<file path="src/rtl/serial_sub_pkg.sv">
// Shared constants and state encoding for the bit-serial subtractor.
package serial_sub_pkg;

    localparam int unsigned DefaultWidth = 8;

    typedef enum logic [1:0] {
        StIdle = 2'd0,
        StRun  = 2'd1,
        StDone = 2'd2
    } sub_state_e;

endpackage

</file>
<file path="src/rtl/serial_sub_fs.sv">
// One-bit full subtractor cell: D = A ^ B ^ BI, BO = (~A & B) | (~(A ^ B) & BI).
module serial_sub_fs (
    input  logic A,
    input  logic B,
    input  logic BI,
    output logic D,
    output logic BO
);

    logic axb;
    logic n_a;
    logic n_axb;
    logic t_ab;
    logic t_bi;

    xor u_xor_ab (axb, A, B);
    xor u_xor_d  (D, axb, BI);
    not u_not_a  (n_a, A);
    not u_not_x  (n_axb, axb);
    and u_and_ab (t_ab, n_a, B);
    and u_and_bi (t_bi, n_axb, BI);
    or  u_or_bo  (BO, t_ab, t_bi);

endmodule

</file>
<file path="src/rtl/serial_sub.sv">
// Bit-serial unsigned subtractor D = A - B, one bit per clock LSB first,
// with valid/ready handshakes on the operand and result sides.
module serial_sub
    import serial_sub_pkg::*;
#(
    parameter int unsigned W = DefaultWidth
) (
    input  logic         CLK,
    input  logic         RST,
    input  logic         IN_VALID,
    output logic         IN_READY,
    input  logic [W-1:0] A,
    input  logic [W-1:0] B,
    output logic         OUT_VALID,
    input  logic         OUT_READY,
    output logic [W-1:0] D,
    output logic         BO
);

    // One extra bit so the counter can hold W after the last step without wrapping.
    localparam int unsigned CntW = $clog2(W) + 1;

    sub_state_e    state_q, state_d;
    logic [W-1:0]  ra_q, ra_d;
    logic [W-1:0]  rb_q, rb_d;
    logic [W-1:0]  res_q, res_d;
    logic          borrow_q, borrow_d;
    logic          bo_q, bo_d;
    logic [CntW-1:0] cnt_q, cnt_d;

    logic fs_d;
    logic fs_bo;

    serial_sub_fs u_fs (
        .A  (ra_q[0]),
        .B  (rb_q[0]),
        .BI (borrow_q),
        .D  (fs_d),
        .BO (fs_bo)
    );

    always_comb begin
        state_d  = state_q;
        ra_d     = ra_q;
        rb_d     = rb_q;
        res_d    = res_q;
        borrow_d = borrow_q;
        bo_d     = bo_q;
        cnt_d    = cnt_q;

        unique case (state_q)
            StIdle: begin
                if (IN_VALID) begin
                    ra_d     = A;
                    rb_d     = B;
                    borrow_d = 1'b0;
                    cnt_d    = '0;
                    state_d  = StRun;
                end
            end
            StRun: begin
                res_d        = res_q >> 1;
                res_d[W-1]   = fs_d;
                borrow_d     = fs_bo;
                ra_d         = ra_q >> 1;
                rb_d         = rb_q >> 1;
                cnt_d        = cnt_q + CntW'(1);
                if (cnt_q == CntW'(W - 1)) begin
                    bo_d    = fs_bo;
                    state_d = StDone;
                end
            end
            StDone: begin
                if (OUT_READY) begin
                    state_d = StIdle;
                end
            end
            default: begin
                state_d = StIdle;
            end
        endcase
    end

    always_ff @(posedge CLK) begin
        if (RST) begin
            state_q  <= StIdle;
            ra_q     <= '0;
            rb_q     <= '0;
            res_q    <= '0;
            borrow_q <= 1'b0;
            bo_q     <= 1'b0;
            cnt_q    <= '0;
        end else begin
            state_q  <= state_d;
            ra_q     <= ra_d;
            rb_q     <= rb_d;
            res_q    <= res_d;
            borrow_q <= borrow_d;
            bo_q     <= bo_d;
            cnt_q    <= cnt_d;
        end
    end

    // Handshake outputs come straight from the state register.
    assign IN_READY  = (state_q == StIdle);
    assign OUT_VALID = (state_q == StDone);
    assign D         = res_q;
    assign BO        = bo_q;

endmodule
</file>
<file path="config.mk">
export PLATFORM = sky130hd
export DESIGN_NAME = serial_sub
export DESIGN_NICKNAME = d
export VERILOG_FILES = /design/src/rtl/serial_sub_pkg.sv /design/src/rtl/serial_sub_fs.sv /design/src/rtl/serial_sub.sv
export SDC_FILE = /design/constraint.sdc
export NUM_CORES = 1
export LEC_CHECK = 0
export BUFFER_PORTS_ARGS = -buffer_cell sky130_fd_sc_hd__buf_2
export CAP_MARGIN = 25
export CORE_AREA = 2 2 64 66
export DETAILED_ROUTE_END_ITERATION = 16
export DIE_AREA = 0 0 66 68
export MAX_ROUTING_LAYER = met4
export PLACE_DENSITY = 0.56
export SLEW_MARGIN = 10
export SYNTH_ARGS = -nofsm -noshare
export SYNTH_HDL_FRONTEND = slang
export SYNTH_SLANG_ARGS = --single-unit
</file>
<file path="constraint.sdc">
create_clock -name CLK -period 2.3 [get_ports CLK]
set_input_delay 0.46 -clock CLK [delete_from_list [all_inputs] [get_ports CLK]]
set_output_delay 0.46 -clock CLK [all_outputs]
set_load 0.02 [all_outputs]
</file>
Word level (Yosys, flattened, before mapping)
Cells that the tools add are included.
{ "word_totals": {"ff_bits": 32, "inputBits": 20, "output_inout_bits": 11, "word_cells": 38} }
{ "classes": {"add_sub_neg": 1, "n_eq_ne": 6, "n_mux": 12, "n_bitwise": 7, "n_reduce_logical": 5} }
{ "op_table": {"columns": ["operator", "count"], "rows": [
  ["8-bit one-hot mux with 2 select lines", 2],
  ["8-bit 2-to-1 mux", 2],
  ["4-bit one-hot mux with 2 select lines", 1],
  ["2-bit 2-to-1 mux", 3],
  ["2-bit one-hot mux with 3 select lines", 1],
  ["4-bit by 1-bit adder with 4-bit output (second input constant)", 1],
  ["4-bit by 3-bit == test with 1-bit output (second input constant)", 1],
  ["4-bit 2-to-1 mux", 1],
  ["2-bit inequality test (second input constant)", 2],
  ["2-bit AND reduction", 2],
  ["3-bit AND reduction", 1],
  ["1-bit AND", 2],
  ["2-bit by 1-bit == test with 1-bit output (second input constant)", 1],
  ["2-bit == test (second input constant)", 1],
  ["2-bit logical NOT", 1],
  ["2-bit by 1-bit inequality test with 1-bit output (second input constant)", 1],
  ["1-bit inverter", 2],
  ["1-bit one-hot mux with 2 select lines", 1],
  ["2-bit nonzero test", 1],
  ["1-bit XOR", 2],
  ["1-bit 2-to-1 mux", 1],
  ["1-bit bitwise OR", 1]
]} }

Longest topological paths before layout
Gate-level depths: netlist of the first run.
{ "logic_depth": {"word_depth": 5, "mapped_depth": 5, "depth_no_buf": 4} }

Cells and area by module
A second synthesis of the first run with hierarchy kept.
{ "unflattened": {"hier_cells": 168, "area_unflattened_um2": 1430.1} }
{ "modules_own_cells": {"columns": ["mod", "n_inst", "cells_each", "area_each_um2", "seq_area_each_um2"], "rows": [
  ["serial_sub", 1, 164, 1398.8, 640.6],
  ["serial_sub_fs", 1, 4, 31.3, 0.0]
]} }

Worst setup path after synthesis of the first run
Ideal clock, no wire load.
{ "synth_timing": {"path_type": "reg-to-output", "startpoint": "reg state_q[0]", "endpoint": "out IN_READY", "t_arrival_ns": 0.978, "required_time_ns": 1.840, "setup_slack_ns": 0.862, "path_stages_with_launch": 4, "path_buffers": 2, "path_cell_list": "dfxtp_1 > buf_4 > buf_4 > nor2_1"} }
{ "synth_between": {"elab_chain_len": 1} }
{ "synth_lines": {"columns": ["element", "line_no", "text"], "rows": [
  ["from (decl)", "serial_sub.sv:23", "sub_state_e state_q, state_d;"],
  ["from (signal assigned)", "serial_sub.sv:86", "state_q <= StIdle;"],
  ["from (signal assigned)", "serial_sub.sv:94", "state_q <= state_d;"],
  ["2-bit logical NOT", "serial_sub.sv:105", "assign IN_READY = (state_q == StIdle);"],
  ["to (decl)", "serial_sub.sv:11", "output logic IN_READY,"]
]} }
No other way between the ends.

Worst setup path after layout of the first run
Same ends and word-level chain as after synthesis.

==> results by group, run 1 <==
Place
  • I/O Buffers: 30
  • Hpwl dp: about 2.1 mm
  • Placer Congestion: 0.720
  • Placed Area: 1530 µm²

Clock network
  • Clock Path Buffers: 2
  • Post-CTS Setup Inserts: 0
  • Num CTS Buffers: 5
  • Sink Count: 32
  • Clock H-tree levels: 2
  • Clk pin slew, worst setup/hold paths: 0.06 ns
  • CTS Hold Buffers Added: 0
  • CTS tree: yes
  • CTS resizes: 0
  • Clock Root Buffer: clkbuf_8
  • Clk_lat worst skew: between 0.2 and 0.3 ns

STA
  • RSZ-0062 raised after global routing: no
  • Final min period: 1.82 ns
  • Max Slew Vio Count: 0
  • Skew final: ~0.0035 ns
  • Hold slack: between 0.4 and 0.5 ns
  • Max transition margin: 0.617
  • Final setup fails: 0
  • Final Hold Viols: 0
  • Setup_tns: 0 ns
  • Max Fclk: 550 MHz
  • Slew @ Worst Pin: 0.575 ns
  • Fin crit share: 0.791

Setup path
  • R2R depth: 4
  • Critical path fanouts, max: 14
  • Kind of end point of the critical path: output pin
  • Critical Path AT: 1.36 ns
  • Crit start category: flop
  • Req. time, crit path: roughly 1.8 ns
  • WS Path Type: flop to output pin

Pwr
  • PD cells: 738 nW/µm²
  • Peak VDD IR: 0.290 mV
  • Leak: 0.000653 µW

Finish
  • Area Growth Syn to Fin: 18.3%
  • Commonest non-fill, non-tap cell in the layout: dfxtp_1
  • Area of the multi-input gates: roughly 650 µm²
  • # diodes: 0
  • Fraction of final layout cells sized beyond drive strength 1: 0.215
  • Cell area after layout: 1630 µm²
  • # fillers: 413
  • Commonest non-fill, non-tap cells in the layout: dfxtp_1 (32), nor2_1 (31), buf_2 (30)
  • FF/Latch Area: 641 µm²
  • Post-Route Utilization: 0.422
  • Nets@finish: roughly 210

Global route
  • Vias in the first global route: 1197
  • First-pass GRT wire length: around 5.2 mm
  • Largest net degree at the start of global routing: 33
  • Initial antenna violation count: 0
  • Gr ovfl total: 0
  • Total GRT Usage: 0.160

Detailed routing
  • M1 WL: 1.33 mm
  • Final routed DRC violation total: 0
  • DR WL met2: 1.61 mm
  • Vias per cell: 5.25
  • Highest Signal Layer: met4
  • Detail Route Antenna Nets: 0
  • DR pass1 iterations: 4
  • Starting DRT DRC Count: 61
  • Routed len/inst: about 13 µm
  • WL final: about 3.1 mm
  • Met3 WL: 133 µm
  • Vias: 1238

Yosys
  • Yosys warnings: 0
  • Yosys cell types: 32
  • Post-synth EDFFs: 0
  • Primary FF master, synth: dfxtp_1
  • Asr flop ratio synth: 0
  • Synth Cell Area: 1380 µm²
  • Synthesized flop and latch total: 32
  • Top cells by area, synth: dfxtp_1 (47%), nor2_1 (8.5%), a211oi_1 (7.1%)
  • Synth Instances: 160
  • Syn Area/Cell: approximately 8.6 µm²
  • Top-area cell type share of the netlist area: 0.466
  • Sequential area share after synthesis: 0.466
  • Post-synth top area cell: dfxtp_1
  • Syn Nets: between 150 and 200

Hold path
  • WHS Path Cells: 2
  • Hold crit path type: flop to flop

Job
  • Max_cap viols: 0

Floorplan
  • Die Y-Extent: 68 µm
  • Core area: 3860 µm²
  • Initial Util: 0.357
  • Ports: 31
  • Floorplan die width: 66 µm
  • Die Area: 4490 µm²
  • Core Rows: 23

Run status
  • Outcome: completed
-- critical path, stage by stage (launching register included) --
cell and delay (ns):
dfxtp_1 0.54, buf_4 0.28, nor2_1 0.09, buf_2 0.17
-- cell families (layout without fill, tap and decap cells) --
family / after synthesis / in the layout / synth area share
AND/OR/NAND/NOR: 60 / 60 / 0.181
adder cells (fa/ha/maj): 2 / 2 / 0.0237
buffers and inverters: 17 / 43 / 0.0610
flip-flops: 32 / 32 / 0.466
AO/OA/AOI/OAI: 48 / 48 / 0.261
multiplexers: 1 / 1 / 0.00728
-- per-stage QoR --
| step | cells | power [µW] | setup WS [ns] |
|---|---|---|---|
| floorplan | 160 | 713 | 0.862 |
| global placement | 229 | 744 | 0.801 |
| detailed placement | 229 | 750 | 0.756 |
| CTS | 236 | 1220 | 0.490 |
| global route | 236 | 1260 | 0.411 |
| finish | 236 | 1200 | 0.482 |
-- sequential cells by signal (all words and copies together) (netlist names) --
name,flops
borrow_q,1
rb_q,8
BO,1
D,8
cnt_q,4
ra_q,8
state_q,2
-- final cells by class --
type                    instances  share of cell area
well taps                      50              0.0385
multi-input cells             111               0.400
clock buffers                   7              0.0592
flip-flops and latches         32               0.394
inverters                       5              0.0115
repair buffers                 31              0.0969
-- synth_stat cells, types with 2 or more instances --
cell type and n:
clkbuf_1 5, a21oi_1 10, buf_4 2, buf_2 4
nor2_1 31, inv_1 4, nand2_1 20, a211oi_1 13
nand3_1 2, a32oi_1 2, dfxtp_1 32, a22oi_1 2
nand2b_1 2, o2bb2ai_1 11, o22ai_1 3
-- report_power, final --
group	internal, µW	switching [µW]
combinational	55.4	78.1
sequential	585	20.2
clock	266	196
total	906	294
-- layer usage --
layer  vias to the layer above  global-route usage
met5                         -                   -
met1                       593               0.157
li1                        616                   -
met2                        23               0.294
met4                         0              0.0689
met3                         6              0.0493
-- final timing paths --
path                            slack [ns]       end  startpoint
worst max-delay path                  0.48  IN_READY  state_q[0]
worst min-delay path                  0.45      D[0]        D[0]
worst max register to register        0.68   rb_q[0]  state_q[0]
worst min register to register        0.45      D[0]        D[0]
Note: power is estimated with default switching activity, not from simulation.
==> run 2, diff against run 1 <==
--- a/config.mk
+++ b/config.mk
@@ -11,7 +11,7 @@
 export DETAILED_ROUTE_END_ITERATION = 16
 export DIE_AREA = 0 0 66 68
 export MAX_ROUTING_LAYER = met4
-export PLACE_DENSITY = 0.56
+export PLACE_DENSITY = 0.59
 export SLEW_MARGIN = 10
 export SYNTH_ARGS = -nofsm -noshare
 export SYNTH_HDL_FRONTEND = slang
==> constraint.sdc (replaced) <==
create_clock -name CLK -period 1.66 [get_ports CLK]
set_input_delay 0.332 -clock CLK [delete_from_list [all_inputs] [get_ports CLK]]
set_output_delay 0.332 -clock CLK [all_outputs]
set_load 0.02 [all_outputs]
==> run 2 against run 1 <==
  * Largest cell class unchanged
  * Clock power up 16%
  * Clock skew up 0.0024 ns
  * Sequential power up 39%
  * Total power up 30%
  * Global-route usage up 0.32 points
  * Utilization up 0.29 points
  * Largest power group unchanged
  * Critical path type unchanged
  * Highest routed layer unchanged
  * Sequential share of layout area down 0.27 points
  * Non-clock buffer count up 4
==> results by group, run 2 (synthesis results as in run 1) <==
Run status
  • Outcome: completed

Clock network
  • CTS tree: yes
  • Num CTS Buffers: 5 (unchanged)
  • Clk pin slew, worst setup/hold paths: 0.06 ns (about the same)
  • Clk_lat worst skew: 0.28 ns (about the same)
  • Sink Count: 32 (unchanged)
  • CTS Hold Buffers Added: 0 (unchanged)
  • Clock Path Buffers: 2 (unchanged)
  • Clock Root Buffer: clkbuf_8
  • Clock H-tree levels: 2 (unchanged)
  • Post-CTS Setup Inserts: 0 (unchanged)
  • CTS resizes: 0 (unchanged)

STA
  • RSZ-0062 raised after global routing: no
  • Slew @ Worst Pin: 0.583 ns (+0.00739 ns)
  • Final setup fails: 0 (unchanged)
  • Final Hold Viols: 0 (unchanged)
  • Setup_tns: 0 ns (unchanged)
  • Fin crit share: 0.907
  • Skew final: 0.00593 ns (+0.00243 ns)
  • Max transition margin: 0.612 (-0.00493)
  • Max Slew Vio Count: 0 (unchanged)
  • Setup WS post-layout: 0.154 ns (-0.328 ns)
  • Final min period: 1.51 ns
  • Max Fclk: 664 MHz

Finish
  • Nets@finish: 212 (+1.9%)
  • Commonest non-fill, non-tap cells in the layout: dfxtp_1 (32), nor2_1 (31), buf_2 (30)
  • # diodes: 0 (unchanged)
  • # fillers: 418 (+1.2%)
  • Fraction of final layout cells sized beyond drive strength 1: 0.226 (+0.0113)
  • Finished Layout Cells: 240 (+1.7%)
  • Area Growth Syn to Fin: 19.1%
  • Commonest non-fill, non-tap cell in the layout: dfxtp_1

Floorplan
  • Die Y-Extent: 68 µm (unchanged)
  • Floorplan die width: 66 µm (unchanged)
  • Initial Util: 0.357 (unchanged)
  • Ports: 31 (unchanged)
  • Core area: 3860 µm² (unchanged)
  • Core Rows: 23 (unchanged)
  • Die Area: 4490 µm² (unchanged)

Place
  • Placer Congestion: 0.814 (+13%)
  • Post-place setup slack: 0.255 ns (-0.501 ns)
  • Placed Instances: 233 (+1.7%)
  • I/O Buffers: 30 (unchanged)
  • Hpwl dp: 2.28 mm (+6.3%)

Setup path
  • R2R Setup Slk: 0.26 ns (-0.42 ns)
  • Reg-to-reg endpoint: rb_q[0]
  • Crit start category: flop
  • Critical Path AT: 1.17 ns (-0.19 ns)
  • Critical path fanouts, max: 8 (-6)
  • Kind of end point of the critical path: output pin
  • WS Path Type: flop to output pin
  • Reg-to-Reg Start: state_q[0]
  • R2R depth: 4 (unchanged)
  • Req. time, crit path: 1.33 ns (-0.51 ns)

Job
  • Max_cap viols: 0 (unchanged)

Global route
  • Met1 Use GR: 0.162 (+0.00491)
  • Initial antenna violation count: 0 (unchanged)
  • Most crowded layer after global routing: met2
  • First-pass GRT wire length: 5.31 mm (+1.7%)
  • Gr ovfl total: 0 (unchanged)
  • Largest net degree at the start of global routing: 33 (unchanged)
  • M3 GR Usage: 0.0543 (+0.00493)
  • Total GRT Usage: 0.163 (+0.00318)
  • Routing usage on met2: 0.299 (+0.00505)
  • Vias in the first global route: 1219 (+1.8%)

Hold path
  • WHS Path Cells: 3 (+1)
  • Hold crit path type: input pin to flop
  • Worst Hold End: ra_q[7]
  • Worst Hold Launch: A[7]

Detailed routing
  • Vias per cell: 5.18 (-1.3%)
  • Vias: 1242 (+0.32%)
  • Starting DRT DRC Count: 27 (-56%)
  • Detail Route Antenna Nets: 0 (unchanged)
  • WL final: 3.13 mm (about the same)
  • Final routed DRC violation total: 0 (unchanged)
  • Routed len/inst: 13.0 µm (-1.7%)
  • DR pass1 iterations: 4 (unchanged)

Pwr
  • PD cells: 955 nW/µm² (+29%)
  • Tot Pwr: 1560 µW (+30%)
  • Peak VDD IR: 0.451 mV (+55%)
  • Leak: 0.000661 µW (+1.3%)
## run 2: cell count changes in the layout (fill, tap and decap cells not counted), sizes merged
cell / delta
clkinv: +1
clkbuf: -1
buf: +4
## run 2: power by group
part	switching, µW	internal, µW
combinational	108	80.7
clock	253	284
sequential	28.8	810
## run 2: how the worst max path moves through the flow
stage	endpoint	slack, ns	start	cells after the start
6_report	OUT_VALID	0.15	state_q[1]	2
5_1_grt	OUT_VALID	0.09	state_q[1]	2
3_5_place_dp	rb_q[3]	0.26	state_q[0]	4
4_1_cts	OUT_VALID	0.15	state_q[1]	2
2_1_floorplan	IN_READY	0.35	state_q[0]	3
3_3_place_gp	rb_q[0]	0.35	state_q[0]	4
## run 2: metal layers
layer	vias to the layer above	wire length (µm)
met3	6	158
met1	585	1300
li1	624	-
met2	27	1620
met4	0	48
met5	-	0
## run 2: worst max-delay path: stages, from the launching register on
cell	delay [ns]
dfxtp_1	0.46
nor2b_1	0.24
buf_2	0.20
## run 2: final cells by class
type	count	area, µm²	area share
inverters	5	18.8	0.0115
clock buffers	6	72.6	0.0443
flip-flops and latches	32	641	0.391
clock inverters	1	5.00	0.00306
repair buffers	35	188	0.115
multi-input cells	111	651	0.397
well taps	50	62.6	0.0382
## run 2: metrics by stage
| stage | cell area [µm²] | utilization | hold WS [ns] |
|---|---|---|---|
| after floorplan | 1380 | - | 0.404 |
| after global placement | 1560 | 0.405 | 0.440 |
| after detailed placement | 1560 | 0.405 | 0.452 |
| after CTS | 1640 | 0.425 | 0.316 |
| after global routing | 1640 | 0.425 | 0.350 |
| final | 1640 | 0.425 | 0.319 |
==> run 3, diff against run 2 <==
==> constraint.sdc (replaced) <==
create_clock -name CLK -period 1.66 [get_ports CLK]
set_input_delay 0.083 -clock CLK [delete_from_list [all_inputs] [get_ports CLK]]
set_output_delay 0.083 -clock CLK [all_outputs]
set_load 0.02 [all_outputs]
==> run 3 against run 2 <==
  * Die area did not move
  * Clock power rose by 50%
  * Maximum frequency rose by 7.8%
  * Flip-flop and latch count did not move
  * First-iteration DRC count rose by 30%
  * Total power rose by 17%
  * Clock skew rose by 0.0039 ns
  * Wire length fell by 1.4%
  * Global-route usage fell by 0.99 points
  * Via count fell by 3.4%
  * Utilization rose by 1.1 points
  * Register-to-register slack improved by 0.04 ns
  * Critical path type unchanged
==> results by group, run 3 (synthesis results as in run 1) <==
Run status
  • Outcome: completed

Setup path
  • Crit start category: flop
  • WS Path Type: flop to output pin
  • Req. time, crit path: 1.58 ns (+0.25 ns)
  • Critical Path AT: 1.31 ns (+0.14 ns)
  • R2R depth: 4 (unchanged)
  • Kind of end point of the critical path: output pin
  • R2R Setup Slk: 0.30 ns (+0.04 ns)
  • Critical path fanouts, max: 13 (+5)

Detailed routing
  • Starting DRT DRC Count: 35 (+30%)
  • Vias per cell: 5.00 (-3.4%)
  • Vias: 1200 (-3.4%)
  • DR pass1 iterations: 4 (unchanged)
  • WL final: 3.08 mm (-1.4%)
  • Routed len/inst: 12.8 µm (-1.4%)
  • Detail Route Antenna Nets: 0 (unchanged)
  • Final routed DRC violation total: 0 (unchanged)

Clock network
  • Clk pin slew, worst setup/hold paths: 0.07 ns (about the same)
  • CTS resizes: 0 (unchanged)
  • Num CTS Buffers: 5 (unchanged)
  • CTS tree: yes
  • Clock Path Buffers: 2 (unchanged)
  • Post-CTS Setup Inserts: 0 (unchanged)
  • Clock H-tree levels: 2 (unchanged)
  • Clk_lat worst skew: 0.28 ns (about the same)
  • Sink Count: 32 (unchanged)
  • Clock Root Buffer: clkbuf_8
  • CTS Hold Buffers Added: 0 (unchanged)

Pwr
  • Leak: 0.000680 µW (+2.8%)
  • PD cells: 1090 nW/µm² (+14%)
  • Switching part of the total: 0.224 (-0.0250)
  • Peak VDD IR: 0.434 mV (-3.8%)
  • Register share of total power: 0.458 (-0.078)
  • Int Pwr: 1420 µW (+21%)
  • Tot Pwr: 1830 µW (+17%)
  • Comb pwr share: 0.101 (-0.019)
  • Net Switching: 410 µW (+5.1%)
  • Clock power share: 0.441 (+0.098)

Place
  • Placed Area: 1550 µm² (-0.48%)
  • Placer Congestion: 0.804 (-1.2%)
  • Hpwl dp: 2.15 mm (-5.7%)
  • I/O Buffers: 30 (unchanged)
  • Post-place setup slack: 0.329 ns (+0.0741 ns)

Hold path
  • WHS Path Cells: 3 (unchanged)
  • Hold crit path type: input pin to flop

Floorplan
  • Ports: 31 (unchanged)
  • Floorplan die width: 66 µm (unchanged)
  • Initial Util: 0.357 (unchanged)
  • Core area: 3860 µm² (unchanged)
  • Die Area: 4490 µm² (unchanged)
  • Core Rows: 23 (unchanged)
  • Die Y-Extent: 68 µm (unchanged)

Finish
  • # diodes: 0 (unchanged)
  • Fraction of final layout cells sized beyond drive strength 1: 0.232 (+0.00526)
  • Area Growth Syn to Fin: 22.1%
  • Cell area after layout: 1680 µm² (+2.5%)
  • Commonest non-fill, non-tap cell in the layout: dfxtp_1
  • Nets@finish: 211 (-0.47%)
  • Commonest non-fill, non-tap cells in the layout: dfxtp_1 (32), nor2_1 (31), buf_2 (30)

Global route
  • Initial antenna violation count: 0 (unchanged)
  • Vias in the first global route: 1140 (-6.5%)
  • Gr ovfl total: 0 (unchanged)
  • First-pass GRT wire length: 5.03 mm (-5.3%)
  • Total GRT Usage: 0.154 (-0.00985)
  • Largest net degree at the start of global routing: 33 (unchanged)

STA
  • Max Slew Vio Count: 0 (unchanged)
  • Hold slack: 0.0714 ns (-0.247 ns)
  • RSZ-0062 raised after global routing: no
  • Max Fclk: 716 MHz (+7.8%)
  • Final setup fails: 0 (unchanged)
  • Slew @ Worst Pin: 0.573 ns (-0.00942 ns)
  • Skew final: 0.00985 ns (+0.00392 ns)
  • Fin crit share: 0.841 (-0.0658)
  • Final min period: 1.40 ns (-0.109 ns)
  • Final Hold Viols: 0 (unchanged)
  • Setup WS post-layout: 0.263 ns (+0.109 ns)
  • Setup_tns: 0 ns (unchanged)
  • Max transition margin: 0.618 (+0.00628)

Job
  • Max_cap viols: 0 (unchanged)
run 3: changes by cell type in the layout (fill, tap and decap cells not counted), sizes merged:
cell,change
buf,-1
bufinv,+1
clkbuf,+1
clkinv,-1
run 3: final cells by class:
type	count	area (µm²)
fill	422	2180
multi-input combinational	111	651
sequential	32	641
timing repair buffer	34	180
clock buffer	7	96.3
tap	50	62.6
clock inverter	1	30.0
inverter	5	18.8
run 3: critical path: stages (launching register included):
cell and delay (ns):
dfxtp_1 0.52, buf_4 0.25, nor2_1 0.09, buf_2 0.17
run 3: worst paths after layout:
| kind | startpoint | to |
|---|---|---|
| setup / recovery | state_q[0] | IN_READY |
| hold / removal | A[7] | ra_q[7] |
| setup reg to reg | state_q[0] | rb_q[0] |
| hold reg to reg | D[0] | D[0] |
run 3: power groups by stage:
stage	Clock (µW)	Combinational (µW)	Sequential (µW)
6_report	805	185	837
3_5_place_dp	0	188	853
3_3_place_gp	0	181	851
2_1_floorplan	0	139	849
5_1_grt	855	210	842
4_1_cts	826	189	837
run 3: layer usage:
layer,track usage,wire (µm)
met1,0.167,1320
met2,0.270,1550
met3,0.0493,175
met4,0.0459,36
met5,-,0
run 3: stage by stage:
| stage | std cells | util |
|---|---|---|
| CTS | 240 | 0.435 |
| detailed placement | 232 | 0.403 |
| global route | 240 | 0.435 |
| global placement | 232 | 0.403 |
| floorplan | 160 | - |
| finish | 240 | 0.435 |
